## src/rtl/comparador_serial_derizq_pkg.sv

```systemverilog
// Shared definitions for the serial right-to-left comparator.
// FSM state encodings and the reset value of the running result.
package comparador_serial_derizq_pkg;

  typedef enum logic [1:0] {
    ST_IDLE  = 2'd0,
    ST_SHIFT = 2'd1,
    ST_DONE  = 2'd2
  } state_t;

  // Empty prefix compares equal, and equal means A <= B.
  localparam logic Z_RST = 1'b1;

endpackage

```

## src/rtl/comparador_serial_derizq_celda.sv

```systemverilog
// One cell of the right-to-left comparator network.
// Ports: a, b (operand bits), zin (result so far), zout (updated result).
module celda_comp_derizq (
  input  logic a,
  input  logic b,
  input  logic zin,
  output logic zout
);

  // A differing bit overrides everything below it: a=1,b=0 -> 0; a=0,b=1 -> 1.
  assign zout = (a ^ b) ? b : zin;

endmodule

```

## src/rtl/comparador_serial_derizq.sv

```systemverilog
// Bit-serial comparator: Zout=1 when A <= B, one cell per clock, LSB first.
// Ports: clk, reset (async high), start, A, B in; busy, done (pulse), Zout out.
module comparador_serial_derizq #(
  parameter int N = 4
) (
  input  logic         clk,
  input  logic         reset,
  input  logic         start,
  input  logic [N-1:0] A,
  input  logic [N-1:0] B,
  output logic         busy,
  output logic         done,
  output logic         Zout
);

  import comparador_serial_derizq_pkg::*;

  localparam int CW = (N > 1) ? $clog2(N) : 1;
  localparam logic [CW-1:0] LAST = CW'(N - 1);

  state_t        state;
  state_t        state_n;
  logic [N-1:0]  sa;
  logic [N-1:0]  sb;
  logic [CW-1:0] cnt;
  logic          z;
  logic          zc;

  celda_comp_derizq u_cell (
    .a    (sa[0]),
    .b    (sb[0]),
    .zin  (z),
    .zout (zc)
  );

  always_ff @(posedge clk or posedge reset) begin
    if (reset) state <= ST_IDLE;
    else       state <= state_n;
  end

  always_comb begin
    state_n = state;
    unique case (state)
      ST_IDLE:  if (start) state_n = ST_SHIFT;
      ST_SHIFT: if (cnt == LAST) state_n = ST_DONE;
      ST_DONE:  state_n = ST_IDLE;
      default:  state_n = ST_IDLE;
    endcase
  end

  // The last cell lands in z on the SHIFT->DONE edge, so the
  // result is published one edge later, as the FSM returns to IDLE.
  always_ff @(posedge clk or posedge reset) begin
    if (reset) begin
      sa   <= '0;
      sb   <= '0;
      cnt  <= '0;
      z    <= Z_RST;
      done <= 1'b0;
      Zout <= 1'b0;
    end else begin
      done <= 1'b0;
      unique case (state)
        ST_IDLE: begin
          if (start) begin
            sa  <= A;
            sb  <= B;
            cnt <= '0;
            z   <= Z_RST;
          end
        end
        ST_SHIFT: begin
          z   <= zc;
          sa  <= {1'b0, sa[N-1:1]};
          sb  <= {1'b0, sb[N-1:1]};
          cnt <= cnt + CW'(1);
        end
        ST_DONE: begin
          done <= 1'b1;
          Zout <= z;
        end
        default: ;
      endcase
    end
  end

  assign busy = (state != ST_IDLE);

endmodule
```

## config.mk

```make
export PLATFORM = sky130hd
export DESIGN_NAME = comparador_serial_derizq
export DESIGN_NICKNAME = d
export VERILOG_FILES = /design/src/rtl/comparador_serial_derizq_pkg.sv /design/src/rtl/comparador_serial_derizq_celda.sv /design/src/rtl/comparador_serial_derizq.sv
export SDC_FILE = /design/constraint.sdc
export NUM_CORES = 1
export LEC_CHECK = 0
export CAP_MARGIN = 20
export CELL_PAD_IN_SITES_DETAIL_PLACEMENT = 1
export CELL_PAD_IN_SITES_GLOBAL_PLACEMENT = 2
export CORE_MARGIN = 1.5
export CORE_UTILIZATION = 32
export CTS_CLUSTER_DIAMETER = 60
export DETAILED_ROUTE_END_ITERATION = 8
export PLACE_DENSITY_LB_ADDON = 0.1
export SYNTH_ARGS = -nofsm -noshare
export SYNTH_HDL_FRONTEND = slang
export SYNTH_HIERARCHICAL = 1
export SYNTH_SLANG_ARGS = --single-unit
```

## constraint.sdc

```tcl
create_clock -name clk -period 1.4 [get_ports clk]
set_input_delay 0.21 -clock clk [delete_from_list [all_inputs] [get_ports clk]]
set_output_delay 0.21 -clock clk [all_outputs]
set_load 0.05 [all_outputs]
```

==> metrics.md <==
| Metric | Value |
|---|---|
| Status | `finished clean` |
| CTS tree | `yes` |
| Final period util | `93.7%` |
| Rel. slew slack | `between 60% and 70%` |
| Starting Density | `between 30% and 40%` |
| Finished Cell Area | `between 900 and 1000 um^2` |
| Die outline width | `50.3 um` |
| Layout cells sized above 1 | `between 20 and 30%` |
| Total track usage | `between 10% and 20%` |
| Die Footprint | `~2500 um^2` |
| Worst Setup Path Type | `flop to output port` |
| Peak supply drop | `0.000775 V` |
| Final Setup Violations | `0` |
| Post-synth EDFFs | `0` |
| Antenna viol nets, final | `0` |
| Initial antenna violation count | `0` |
| Routability Congestion | `~0.70` |
| Post-DP HPWL | `1170 um` |
| Mapped Cells | `60` |
| CTS buffer count | `3` |
| Post-synth ARST share | `100%` |
| Critical path peak fanout | `7` |
| Max Fclk | `between 700 and 800 MHz` |
| Placed cell area | `roughly 920 um^2` |
| Worst path max stage delay | `470 ps` |
| Clock tree buffer depth | `2` |
| Synth top cells by count | `dfrtp_1, inv_1` |
| Total power | `roughly 0.0021 W` |
| Top-count cell post-synth | `dfrtp_1` |
| Fillers | `220` |
| Largest net degree at the start of global routing | `16` |
| Vias in the first global route | `about 550` |
| Cell leakage power | `approximately 0.43 nW` |
| Sink Count | `15` |
| Crit-path slowest cell | `dfrtp_2` |
| Yosys top cell by area | `dfrtp_1` |
| Chip height | `roughly 50 um` |
| Rows | `16` |
| Total number of vias | `557` |
| Worst Setup Start Kind | `flop` |
| Initial drt markers | `12` |
| Register area share after synthesis | `52.7%` |
| Max-Cap Viols | `0` |
| Cts hold-fix bufs | `0` |
| Post-route insts no fill | `between 100 and 150` |
| First-pass GRT wire length | `about 2600 um` |
| Worst Setup End Kind | `output port` |
| Minimum clock period | `1310 ps` |
| Synth unique cells | `26` |
| Ranking of synthesized cells by area | `dfrtp_1, inv_1, a222oi_1` |
| Critical-path cell list | `nor2_4 > inv_1 > buf_12` |
| CTS root buffer | `clkbuf_4` |
| Final WL | `between 1500 and 2000 um` |
| # DRC | `0` |
| Port-buffer cells | `13` |
| Net Count, Synth | `approximately 70` |
| Hold Vio Cnt, Final | `0` |
| Final Max Tran Viols | `0` |
| H-tree Lvls | `1` |
| Multi-input gate area | `between 200 and 300 um^2` |
| WP data arrival | `1100 ps` |
| Initial DRT Pass Iterations | `5` |
| Syn avg cell area | `between 10 and 15 um^2` |
| Worst skew pair latency | `280 ps` |
| I/O pins | `14` |
| Class of the worst hold path | `input port to async pin` |
| Post-synth top area share | `around 49%` |
| Ys flop type | `dfrtp_1` |
| RSZ-0062 raised after global routing | `no` |
| Routed WL per cell | `14.9 um` |
| FF+latch area | `approximately 380 um^2` |
| Layout area overhead | `34.5%` |
| Synthesis-stage register bit count | `15` |
| Delay-heaviest family, CP | `flip-flops` |
| CTS clk-pin slew, worst paths | `100 ps` |
| Synthesis warning total | `6` |
| Post-Syn Area | `714 um^2` |
| Antenna cell count | `0` |
| Placed cells | `between 100 and 150` |
| Pwr Density | `roughly 2200 nW/um^2` |
| Util after Layout | `a little under half` |
| Worst Tran Pin Value | `between 400 and 500 ps` |
| Routed vias/inst | `a little over 5` |
| Net count reported at finish | `94` |
| GRT overflow | `0` |
| Max Clock Skew | `roughly 8.4 ps` |
| Core ar. | `around 2000 um^2` |
| WP data required | `1190 ps` |
| Worst path bufs/invs | `2` |
cell families (layout without fill, tap and decap cells):
group / count (synthesis) / after routing / synth area share [%]
AND/OR/NAND/NOR: 16 / 16 / 15.2
AO/OA/AOI/OAI: 13 / 13 / 16.8
buffers and inverters: 12 / 33 / 8.93
adder cells (fa/ha/maj): 2 / 2 / 3.33
multiplexers: 2 / 2 / 2.98
flip-flops: 15 / 15 / 52.7
what timing repair did:
action / in CTS / in global routing
setup buffers: 1 / 1
gates resized for setup: 2 / 0
pin swaps: 1 / 0
setup endpoints to repair: 1 / 1
placed cells by master, fill, tap and decap left out, drive strengths merged:
cell           netlist  layout
clkbuf               1       3
dfstp                1       1
nor2                 4       4
nor2b                4       4
and2b                1       1
dfrtp               14      14
and2                 1       1
a32o                 2       2
mux2                 1       1
a22o                 1       1
inv                  9       9
buf                  2      10
clkdlybuf4s50        0      10
o21bai               1       1
a221oi               3       3
o22a                 1       1
o21ba                1       1
a222oi               3       3
clkinv               0       1
ha                   1       1
maj3                 1       1
mux2i                1       1
a21oi                1       1
nor4b                3       3
nand2b               3       3
worst paths after layout:
path,slack (ps),depth (start not counted),from,end
setup reg to reg,140,2,state[1],sa[2]
min in group clk,500,1,cnt[0],cnt[0]
max in group asynchronous,930,3,reset,z
hold / removal,220,3,reset,sb[0]
hold reg to reg,500,1,cnt[0],cnt[0]
setup / recovery,90,3,state[0],busy
registers in the layout, summed over array words and instances, names as in the netlist:
| register | count |
|---|---|
| sb | 4 |
| Zout | 1 |
| sa | 4 |
| state | 2 |
| done | 1 |
| z | 1 |
| cnt | 2 |
per-stage QoR:
| stage | hold WS [ps] | setup WS [ps] | setup TNS, ps |
|---|---|---|---|
| final | 218 | 88.7 | 0 |
| after global routing | 258 | 6.73 | 0 |
| after CTS | 218 | 54.8 | 0 |
| after detailed placement | 485 | -27.6 | -62.3 |
| after global placement | 479 | 3.77 | 0 |
| after floorplan | 111 | 280 | 0 |
area by class of cell:
class	count	area share [%]
clock buffer	3	2.34
clock inverter	1	0.521
sequential	15	39.5
timing repair buffer	20	22.1
inverter	9	3.52
tap	27	3.52
multi-input combinational	33	28.5
per-layer routing:
layer / routed length [um] / global-route usage [%] / vias to the layer above
met5: 0 / 0 / -
met4: 12 / 8.33 / 0
met3: 53 / 2.68 / 2
met2: 804 / 23.2 / 9
met1: 738 / 18.1 / 291
li1: - / - / 255
worst reg2reg max path, stage by stage, from the launching register on:
cell	delay [ps]
dfrtp_2	480
o21bai_2	320
a221oi_1	360
power by group:
part / total, W / leakage, nW / switching [W] / internal, W
Combinational: 0.00104 / 0.236 / 0.000505 / 0.000531
Clock: 0.000248 / 0.0177 / 0.000142 / 0.000106
Sequential: 0.000790 / 0.179 / 0.000153 / 0.000637
No activity file was read; power rests on OpenSTA's default activity.
